File: src/rtl/coin_scan_ctrl_if.sv
// Coin RAM port plus draw-engine request/grant bundle between the scan controller and its RAM/draw side.
// Latency: none (wires only); mem_q is expected one cycle after mem_addr.
// Backpressure: draw engine holds draw_req until draw_gnt is seen.
interface coin_scan_ctrl_if;
    logic [4:0]  mem_addr;
    logic        mem_wren;
    logic [15:0] mem_data;
    logic [15:0] mem_q;
    logic        draw_req;
    logic [4:0]  draw_addr;
    logic        draw_gnt;

    // controller side
    modport master (
        output mem_addr, mem_wren, mem_data, draw_gnt,
        input  mem_q, draw_req, draw_addr
    );

    // RAM / draw-engine side
    modport slave (
        input  mem_addr, mem_wren, mem_data, draw_gnt,
        output mem_q, draw_req, draw_addr
    );
endinterface

File: src/rtl/coin_scan_ctrl.sv
// Scans the coin table on start, erases coins inside the player box, counts score and live coins.
// Latency: 2 cycles per missed entry, 3 per hit, +1 DONE cycle; done = 2*NUM_COINS+hits+1 after start.
// Backpressure: start ignored while busy; draw engine only granted in IDLE and must hold its request.
module coin_scan_ctrl #(
    parameter int NUM_COINS = 10,
    parameter int PW        = 4,
    parameter int PH        = 4,
    parameter int SCORE_W   = 8
) (
    input  logic               clk,
    input  logic               resetn,
    input  logic               start,
    input  logic [7:0]         player_x,
    input  logic [6:0]         player_y,
    coin_scan_ctrl_if.master   bus,
    output logic               busy,
    output logic               done,
    output logic [SCORE_W-1:0] score,
    output logic [4:0]         coins_left
);

    typedef enum logic [2:0] {S_IDLE, S_READ, S_CHECK, S_ERASE, S_DONE} state_t;

    localparam logic [4:0] LAST_IDX  = 5'(NUM_COINS - 1);
    localparam logic [4:0] INIT_LIVE = 5'(NUM_COINS);
    localparam logic [8:0] PW9       = 9'(PW);
    localparam logic [7:0] PH8       = 8'(PH);

    state_t               r_state;
    state_t               w_next;
    logic [4:0]           r_idx;
    logic [7:0]           r_px;
    logic [6:0]           r_py;
    logic [14:0]          r_entry;
    logic [4:0]           r_live;
    logic [SCORE_W-1:0]   r_score;
    logic [4:0]           r_coins_left;

    logic [7:0]           w_cx;
    logic [6:0]           w_cy;
    logic                 w_x_ok;
    logic                 w_y_ok;
    logic                 w_hit;
    logic                 w_last;

    // Hit test on the word arriving from RAM; widened sums so the box never wraps at the screen edge.
    assign w_cx   = bus.mem_q[14:7];
    assign w_cy   = bus.mem_q[6:0];
    assign w_x_ok = ({1'b0, w_cx} >= {1'b0, r_px}) && ({1'b0, w_cx} <= ({1'b0, r_px} + PW9));
    assign w_y_ok = ({1'b0, w_cy} >= {1'b0, r_py}) && ({1'b0, w_cy} <= ({1'b0, r_py} + PH8));
    assign w_hit  = bus.mem_q[15] & w_x_ok & w_y_ok;
    assign w_last = (r_idx == LAST_IDX);

    assign score      = r_score;
    assign coins_left = r_coins_left;

    // State register.
    always_ff @(posedge clk) begin
        if (!resetn) r_state <= S_IDLE;
        else         r_state <= w_next;
    end

    // Next state, RAM port mux and arbitration; the write is gated by reset so a pending erase is dropped.
    always_comb begin
        w_next        = r_state;
        bus.mem_addr  = r_idx;
        bus.mem_wren  = 1'b0;
        bus.mem_data  = '0;
        bus.draw_gnt  = 1'b0;
        busy          = 1'b1;
        done          = 1'b0;
        case (r_state)
            S_IDLE: begin
                busy         = 1'b0;
                bus.mem_addr = bus.draw_addr;
                bus.draw_gnt = bus.draw_req;
                if (start) w_next = S_READ;
            end
            S_READ:  w_next = S_CHECK;
            S_CHECK: begin
                if (w_hit)       w_next = S_ERASE;
                else if (w_last) w_next = S_DONE;
                else             w_next = S_READ;
            end
            S_ERASE: begin
                bus.mem_wren = resetn;
                bus.mem_data = resetn ? {1'b0, r_entry} : 16'h0000;
                w_next       = w_last ? S_DONE : S_READ;
            end
            S_DONE: begin
                done   = 1'b1;
                w_next = S_IDLE;
            end
            default: w_next = S_IDLE;
        endcase
    end

    // Datapath: player latch, entry index, live counter, saturating score, coins_left snapshot.
    always_ff @(posedge clk) begin
        if (!resetn) begin
            r_idx        <= '0;
            r_px         <= '0;
            r_py         <= '0;
            r_entry      <= '0;
            r_live       <= '0;
            r_score      <= '0;
            r_coins_left <= INIT_LIVE;
        end else begin
            case (r_state)
                S_IDLE: begin
                    if (start) begin
                        r_px   <= player_x;
                        r_py   <= player_y;
                        r_idx  <= '0;
                        r_live <= '0;
                    end
                end
                S_CHECK: begin
                    r_entry <= bus.mem_q[14:0];
                    if (!w_hit) begin
                        r_live <= r_live + {4'd0, bus.mem_q[15]};
                        if (!w_last) r_idx <= r_idx + 5'd1;
                    end
                end
                S_ERASE: begin
                    if (r_score != {SCORE_W{1'b1}}) r_score <= r_score + 1'b1;
                    if (!w_last) r_idx <= r_idx + 5'd1;
                end
                S_DONE: r_coins_left <= r_live;
                default: ;
            endcase
        end
    end

endmodule

File: src/flat_wrapper.sv
// flat-port wrapper written by rule: the top's interface ports become plain ports
module coin_scan_ctrl_flat 
#(
    parameter int NUM_COINS = 10,
    parameter int PW        = 4,
    parameter int PH        = 4,
    parameter int SCORE_W   = 8
)
  (clk, resetn, start, player_x, player_y, busy, done, score, coins_left, bus_mem_addr, bus_mem_wren, bus_mem_data, bus_draw_gnt, bus_mem_q, bus_draw_req, bus_draw_addr);
  coin_scan_ctrl_if bus_i ();
  input  logic clk;
  input  logic resetn;
  input  logic start;
  input  logic [7:0] player_x;
  input  logic [6:0] player_y;
  output logic busy;
  output logic done;
  output logic [SCORE_W-1:0] score;
  output logic [4:0] coins_left;
  output wire logic [$bits(bus_i.mem_addr)-1:0] bus_mem_addr;
  output wire logic [$bits(bus_i.mem_wren)-1:0] bus_mem_wren;
  output wire logic [$bits(bus_i.mem_data)-1:0] bus_mem_data;
  output wire logic [$bits(bus_i.draw_gnt)-1:0] bus_draw_gnt;
  input wire logic [$bits(bus_i.mem_q)-1:0] bus_mem_q;
  input wire logic [$bits(bus_i.draw_req)-1:0] bus_draw_req;
  input wire logic [$bits(bus_i.draw_addr)-1:0] bus_draw_addr;
  assign bus_mem_addr = bus_i.mem_addr;
  assign bus_mem_wren = bus_i.mem_wren;
  assign bus_mem_data = bus_i.mem_data;
  assign bus_draw_gnt = bus_i.draw_gnt;
  assign bus_i.mem_q = bus_mem_q;
  assign bus_i.draw_req = bus_draw_req;
  assign bus_i.draw_addr = bus_draw_addr;
  coin_scan_ctrl #(.NUM_COINS(NUM_COINS), .PW(PW), .PH(PH), .SCORE_W(SCORE_W)) u_core (.clk(clk), .resetn(resetn), .start(start), .player_x(player_x), .player_y(player_y), .bus(bus_i), .busy(busy), .done(done), .score(score), .coins_left(coins_left));
endmodule
File: config.mk
export PLATFORM = sky130hd
export DESIGN_NAME = coin_scan_ctrl_flat
export DESIGN_NICKNAME = d
export VERILOG_FILES = /design/src/rtl/coin_scan_ctrl_if.sv /design/src/rtl/coin_scan_ctrl.sv /design/src/flat_wrapper.sv
export SDC_FILE = /design/constraint.sdc
export NUM_CORES = 1
export LEC_CHECK = 0
export CAP_MARGIN = 20
export CORE_ASPECT_RATIO = 0.5
export CORE_UTILIZATION = 52
export CTS_BUF_LIST = sky130_fd_sc_hd__clkbuf_2
export DETAILED_ROUTE_END_ITERATION = 10
export PLACE_DENSITY = 0.82
export SLEW_MARGIN = 30
export SYNTH_ARGS = -nofsm -noshare
export SYNTH_HDL_FRONTEND = slang
export SYNTH_SLANG_ARGS = --single-unit
File: constraint.sdc
create_clock -name clk -period 3.6 [get_ports clk]
set_input_delay 0.72 -clock clk [delete_from_list [all_inputs] [get_ports clk]]
set_output_delay 0.72 -clock clk [all_outputs]
set_load 0.05 [all_outputs]
==> results of run 1 <==
[cell families after synthesis]
family,Yosys count,share of synthesized area [%]
mux,3,0.880
fa+ha+maj,33,12.1
flops,56,32.9
buf+inv,46,5.65
other cells,1,0.110
simple gates,193,28.1
compound gates,79,16.8
xor+xnor,14,3.59
[per-layer routing]
| layer | wire length (µm) | part of all wire (%) |
|---|---|---|
| met1 | 3640 | 48 |
| met2 | 3510 | 46 |
| met3 | 432 | 5.6 |
| met4 | 74 | 0.97 |
| met5 | 0 | 0 |
[sequential cells by signal, indices dropped and copies added, names as in the netlist]
register and flops:
u_core.r_idx 5, u_core.r_state 3, u_core.r_entry 15, u_core.r_px 8, u_core.r_live 5, u_core.r_py 7, u_core.score 8, u_core.coins_left 5
[path summary, 6_finish.rpt]
path / depth (start not counted) / slack [ps] / to
max: 5 / 260 / bus_mem_addr[2]
min: 2 / 480 / u_core.r_entry[7]$_SDFFE_PN0P_
max reg2reg: 11 / 740 / u_core.r_state[1]$_SDFFE_PN0N_
min reg2reg: 2 / 480 / u_core.r_entry[7]$_SDFFE_PN0P_
[cell usage in the layout, fill, tap and decap left out, drive strengths merged, types with 2 or more instances in the layout]
master,count
a21o,2
nor2b,4
and3,6
or3,2
nor3,5
inv,27
nor3b,2
nand2b,5
a31oi,4
o22ai,2
clkinv,2
and2,23
ha,33
nand4b,2
buf,19
xnor2,11
a31o,2
clkbuf,5
o21ai,12
nand4,8
nand3,21
mux2i,3
dfxtp,56
nand2,100
nor4b,2
a21boi,34
o2111ai,2
nor2,8
xor2,3
a21oi,11
clkdlybuf4s50,60
o211ai,5
[per-stage QoR]
| stage | total power, W | hold slack, ps |
|---|---|---|
| after detailed placement | 0.00103 | 452 |
| final | 0.00134 | 478 |
| after global placement | 0.00102 | 447 |
| after CTS | 0.00135 | 481 |
| after floorplan | 0.000907 | 439 |
| after global routing | 0.00142 | 499 |
[final cells by class]
cell class	instances	area share, %
multi-input cells	323	47.2
flip-flops and latches	56	25.2
repair buffers	79	21.2
well taps	88	2.48
inverters	27	2.28
clock inverters	3	0.958
clock buffers	5	0.563
[power by group through the flow]
stage          logic, W  registers, W  clock network, W
2_1_floorplan  0.000234      0.000673                 0
3_3_place_gp   0.000338      0.000680                 0
3_5_place_dp   0.000345      0.000681                 0
4_1_cts        0.000347      0.000670          0.000332
5_1_grt        0.000383      0.000676          0.000364
6_report       0.000346      0.000670          0.000325
[worst max-delay path, delay by kind of cell, from the launching register on]
family                 cells  cell delay, ps
buffers and inverters      2             940
DFF                        1             470
and+or+nand+nor            3             710
==> PnR_summary.wiki, run 1 <==
{| class="wikitable"
! Metric !! Value
|-
| Effective utilization at floorplan || 55.0%
|-
| Leakage power || 1.70 nW
|-
| Final Skew || 34.1 ps
|-
| Max Fanout on Critical Path || 10
|-
| Count of final max-slew check failures || 0
|-
| Number of rows in the core area || 20
|-
| Chain of cells forming the critical path || nor3_2, inv_1, nand2_1, nand2_1, clkdlybuf4s50_1
|-
| Shortest period the worst path allows || 3340 ps
|-
| Overall routing resource usage || 23.8%
|-
| Cell types with the largest area share after synthesis || sky130_fd_sc_hd__dfxtp_1 33%, sky130_fd_sc_hd__ha_1 12%, sky130_fd_sc_hd__nand2_1 11%
|-
| Final RePlAce weighted congestion || 0.877
|-
| Via total after detailed routing || 3,058
|-
| Synthesized cell area || 3410 µm²
|-
| Die footprint || 6910 µm²
|-
| I/O Buffers || 76
|-
| Slowest cell on crit path || sky130_fd_sc_hd__clkdlybuf4s50_1
|-
| Fill count || 541
|-
| Total negative slack || 0 ps
|-
| Area added between synthesis and finish || 30.2%
|-
| Most common cell in the netlist || sky130_fd_sc_hd__nand2_1
|-
| Die Ht || 59.3 µm
|-
| Die outline width || 117 µm
|-
| Total of warnings raised by yosys || 0
|-
| Antenna diode count || 0
|-
| Final antenna-violating net count || 0
|-
| Register cell area after layout || 1120 µm²
|-
| Busiest layer in global routing || met2
|-
| Flip-flop and latch count after synthesis || 56
|-
| First-pass GRT wire length || 12,500 µm
|-
| Maximum clock frequency || 299 MHz
|-
| Internal power || 0.000911 W
|-
| Critical R2R Launch || u_core.r_px[2]$_SDFFE_PN0P_
|-
| Most used standard cells in the synthesized netlist || 100 x sky130_fd_sc_hd__nand2_1, 56 x sky130_fd_sc_hd__dfxtp_1, 33 x sky130_fd_sc_hd__ha_1, 31 x sky130_fd_sc_hd__a21boi_0, 26 x sky130_fd_sc_hd__inv_1
|-
| Maximum number of pins on one net before global-route repair || 61
|-
| Stage delay of the slowest cell on the critical path || 690 ps
|-
| Total power density per cell area || 302 nW/µm²
|-
| # H-tree levels || 2
|-
| Detail Placement HPWL || 5880 µm
|-
| Average footprint of a synthesized cell || 8.03 µm²
|-
| Syn Inst Count || 425
|-
| DRC violation total after the first TritonRoute iteration || 118
|-
| Startpoint of the most critical hold path || u_core.r_entry[7]$_SDFFE_PN0P_
|-
| Number of standard cells in the layout, taps in and fillers out || 581
|-
| Met3 Use GR || 4.81%
|-
| WL final || 7650 µm
|-
| Worst-margin pin slew || 728 ps
|-
| Layout cells sized above 1 || 8.32%
|-
| Worst Path Required || 2880 ps
|-
| Relative slew slack || 51.5%
|-
| Worst Path Arrival || 2620 ps
|-
| Worst skew pair latency || 500 ps
|-
| Area share of the largest cell type after synthesis || 32.9%
|-
| Synth cell types || 59
|-
| Via count normalized by instance count || 5.26
|-
| Switching Power || 0.000430 W
|-
| Reg power frac || 50.0%
|-
| TritonCTS clock tree || yes
|-
| Top cell type by total area after synthesis || sky130_fd_sc_hd__dfxtp_1
|-
| Via count of the first global-routing pass || 2,602
|-
| Buffers from clock root to sink, at most || 2
|-
| Most used cell, CP || sky130_fd_sc_hd__nand2_1
|-
| Finish-stage setup viols || 0
|-
| Max-Cap Viols || 0
|-
| Initial antenna violation count || 0
|-
| Endpoint type of the worst setup path || primary output
|-
| Synthesized netlist net count || 498
|-
| CTS buffer count || 5
|-
| Ys flop type || sky130_fd_sc_hd__dfxtp_1
|-
| Worst Setup Slack, final || 256 ps
|-
| Core Area || 6210 µm²
|-
| Hold Crit Class || register to register
|-
| Utilization after layout || 71.6%
|-
| Placed Cells incl. Taps || 573
|-
| Clock sinks || 56
|-
| Multi-input combinational cell area || 2100 µm²
|-
| Per-cell routed wire length || 13.2 µm
|-
| Sequential-to-total area share from yosys stat || 32.9%
|-
| Number of gates resized after cts || 0
|-
| Combinational power share || 25.8%
|-
| Global routing met2 resource utilization || 38.4%
|-
| Met1 layer usage reported by global route || 32.6%
|-
| Source of the critical timing path || u_core.r_state[0]$_SDFFE_PN0N_
|-
| Total grt overflow || 0
|-
| Unrepaired setup endpoints after global routing || false
|-
| Total DRC errors in the routed layout || 0
|-
| Worst ir drop on vdd || 168 µV
|-
| Post-CTS setup repair buffer count || 0
|-
| Root buffer selected by CTS || sky130_fd_sc_hd__clkbuf_2
|-
| Async set-reset flop share out of synthesis || 0%
|-
| Clock power frac || 24.2%
|-
| Post-route cell area || 4440 µm²
|-
| Count of final hold-check violations || 0
|-
| Post-layout net count || 565
|-
| Dpl cell area || 4370 µm²
|-
| Kind of start point of the critical path || register
|-
| CTS hold repair buffers || 0
|-
| Final period util || 92.9%
|-
| Worst Path Class, Setup || register to primary output
|-
| Run status || finished clean
|-
| Clock-pin slew of the registers on the worst-case setup and hold paths || 290 ps
|-
| Placement Setup Slack || 439 ps
|-
| Switching Fraction || 32.1%
|-
| Iteration count of the initial detailed-routing pass || 4
|-
| Num ports || 78
|-
| Number of enable-type register cells in the synthesized netlist || 0
|}
No activity file was read; power rests on OpenSTA's default activity.
==> inputs of run 2 (changes only) <==
--- a/config.mk
+++ b/config.mk
@@ -8,8 +8,7 @@
 export CAP_MARGIN = 20
 export CORE_ASPECT_RATIO = 0.5
-export CORE_UTILIZATION = 52
-export CTS_BUF_LIST = sky130_fd_sc_hd__clkbuf_2
+export CORE_UTILIZATION = 51
 export DETAILED_ROUTE_END_ITERATION = 10
-export PLACE_DENSITY = 0.82
+export PLACE_DENSITY = 0.81
 export SLEW_MARGIN = 30
 export SYNTH_ARGS = -nofsm -noshare
==> constraint.sdc (replaced) <==
create_clock -name clk -period 3.6 [get_ports clk]
set_input_delay 0.72 -clock clk [delete_from_list [all_inputs] [get_ports clk]]
set_output_delay 0.72 -clock clk [all_outputs]
set_load 0.1 [all_outputs]
==> run 2 against run 1 <==
Global-route usage is 0.33 points higher; register-to-register slack worse by 60 ps; combinational power rose by 13%; first-iteration DRC count up 52%; critical path depth shrank 1; maximum frequency increased by 14%; critical endpoint is now bus_mem_data[1].
==> PnR_summary.wiki, run 2 (synthesis results as in run 1) <==
{| class="wikitable"
! Metric !! Value
|-
| Final Skew || 7.40 ps
|-
| Max-Cap Viols || 0
|-
| Total grt overflow || 0
|-
| Worst skew pair latency || 300 ps
|-
| Per-cell routed wire length || 13.9 µm
|-
| Hold Crit Class || register to register
|-
| Final RePlAce weighted congestion || 0.898
|-
| TritonCTS clock tree || yes
|-
| Die footprint || 7040 µm²
|-
| Fill count || 510
|-
| Maximum number of pins on one net before global-route repair || 61
|-
| Finish-stage setup viols || 0
|-
| I/O Buffers || 76
|-
| Num ports || 78
|-
| Worst ir drop on vdd || 228 µV
|-
| Final antenna-violating net count || 0
|-
| Leakage power || 1.76 nW
|-
| Register with the most flip-flops || u_core.r_entry
|-
| Detail Placement HPWL || 6070 µm
|-
| Count of final hold-check violations || 0
|-
| Worst-margin pin slew || 977 ps
|-
| Buffers from clock root to sink, at most || 2
|-
| Number of flip-flops under the largest register name || 15
|-
| Number of rows in the core area || 20
|-
| CTS hold repair buffers || 0
|-
| Leading cell type in the layout, fill and taps excluded || sky130_fd_sc_hd__nand2_1
|-
| Final period util || 81.4%
|-
| Effective utilization at floorplan || 54.5%
|-
| Post-layout net count || 565
|-
| First-pass GRT wire length || 13,300 µm
|-
| Die Ht || 59.8 µm
|-
| Worst Path Arrival || 2210 ps
|-
| Endpoint type of the worst setup path || primary output
|-
| Utilization after layout || 72.2%
|-
| Depth of the worst register-to-register path || 11
|-
| Unrepaired setup endpoints after global routing || false
|-
| Core Area || 6260 µm²
|-
| Via count of the first global-routing pass || 2,763
|-
| DRC violation total after the first TritonRoute iteration || 179
|-
| WL final || 8070 µm
|-
| Number of gates resized after cts || 0
|-
| Max Fanout on Critical Path || 16
|-
| Iteration count of the initial detailed-routing pass || 5
|-
| Overall routing resource usage || 24.1%
|-
| Antenna diode count || 0
|-
| Root buffer selected by CTS || sky130_fd_sc_hd__clkbuf_16
|-
| Worst Path Class, Setup || input pin to primary output
|-
| Total negative slack || 0 ps
|-
| Die outline width || 118 µm
|-
| CTS buffer count || 5
|-
| Dpl cell area || 4350 µm²
|-
| Post-route cell area || 4520 µm²
|-
| Area added between synthesis and finish || 32.4%
|-
| Initial antenna violation count || 0
|-
| Via total after detailed routing || 3,110
|-
| Relative slew slack || 34.7%
|-
| Post-CTS setup repair buffer count || 0
|-
| Leading cell types in the layout, fill and taps excluded || 100 x sky130_fd_sc_hd__nand2_1, 56 x sky130_fd_sc_hd__dfxtp_1, 52 x sky130_fd_sc_hd__clkdlybuf4s50_1
|-
| Hold path cells || 2
|-
| Shortest period the worst path allows || 2930 ps
|-
| # H-tree levels || 2
|-
| Total DRC errors in the routed layout || 0
|-
| Clock-pin slew of the registers on the worst-case setup and hold paths || 70 ps
|-
| Total power density per cell area || 357 nW/µm²
|-
| Worst Path Required || 2880 ps
|-
| Count of final max-slew check failures || 0
|-
| Via count normalized by instance count || 5.35
|-
| Maximum clock frequency || 341 MHz
|-
| Layout cells sized above 1 || 9.94%
|-
| Kind of start point of the critical path || input pin
|-
| Clock sinks || 56
|-
| Run status || finished clean
|}
-- run 2: cell types whose count changed in the layout (fill, tap and decap cells not counted), sizes merged --
cell / change
buf: +8
clkbuf: +1
clkinv: -1
clkdlybuf4s50: -8
-- run 2: metal layers --
layer	share of wire [%]	track usage, %
met3	6.0	6.97
met2	45	38.2
met4	1.2	7.69
met1	48	31.9
met5	0	0
-- run 2: final timing paths --
| check | start | to | slack, ps |
|---|---|---|---|
| hold / removal | u_core.r_entry[9]$_SDFFE_PN0P_ | u_core.r_entry[9]$_SDFFE_PN0P_ | 460 |
| setup / recovery | resetn | bus_mem_data[1] | 670 |
| setup reg to reg | u_core.r_px[2]$_SDFFE_PN0P_ | u_core.r_live[2]$_SDFFE_PN0P_ | 680 |
| hold reg to reg | u_core.r_entry[9]$_SDFFE_PN0P_ | u_core.r_entry[9]$_SDFFE_PN0P_ | 460 |
-- run 2: power by group --
part	total (W)	internal, W	switching (W)
Combinational	0.000390	0.000144	0.000247
Clock	0.000554	0.000328	0.000226
Sequential	0.000669	0.000644	0.0000250
Total	0.00161	0.00112	0.000497
-- run 2: area by class of cell --
cell class | count | area, µm² | share of cell area (%)
Multi-Input combinational cell | 323 | 2100 | 46.4
Clock buffer | 6 | 129 | 2.85
Clock inverter | 2 | 35.0 | 0.775
Timing Repair Buffer | 79 | 923 | 20.4
Tap cell | 88 | 110 | 2.44
Sequential cell | 56 | 1120 | 24.8
Inverter | 27 | 101 | 2.24
-- run 2: critical path: stages --
cell	delay, ps
sky130_fd_sc_hd__clkdlybuf4s50_1	490
sky130_fd_sc_hd__and3_1	540
sky130_fd_sc_hd__and2_1	270
sky130_fd_sc_hd__buf_12	190
-- run 2: per-stage QoR --
stage	setup slack (ps)	power, W	std cells	hold WS [ps]
floorplan	91.5	0.000953	425	439
global placement	492	0.00106	573	447
detailed placement	472	0.00107	573	455
CTS	641	0.00161	581	465
global route	515	0.00169	581	486
finish	668	0.00161	581	463
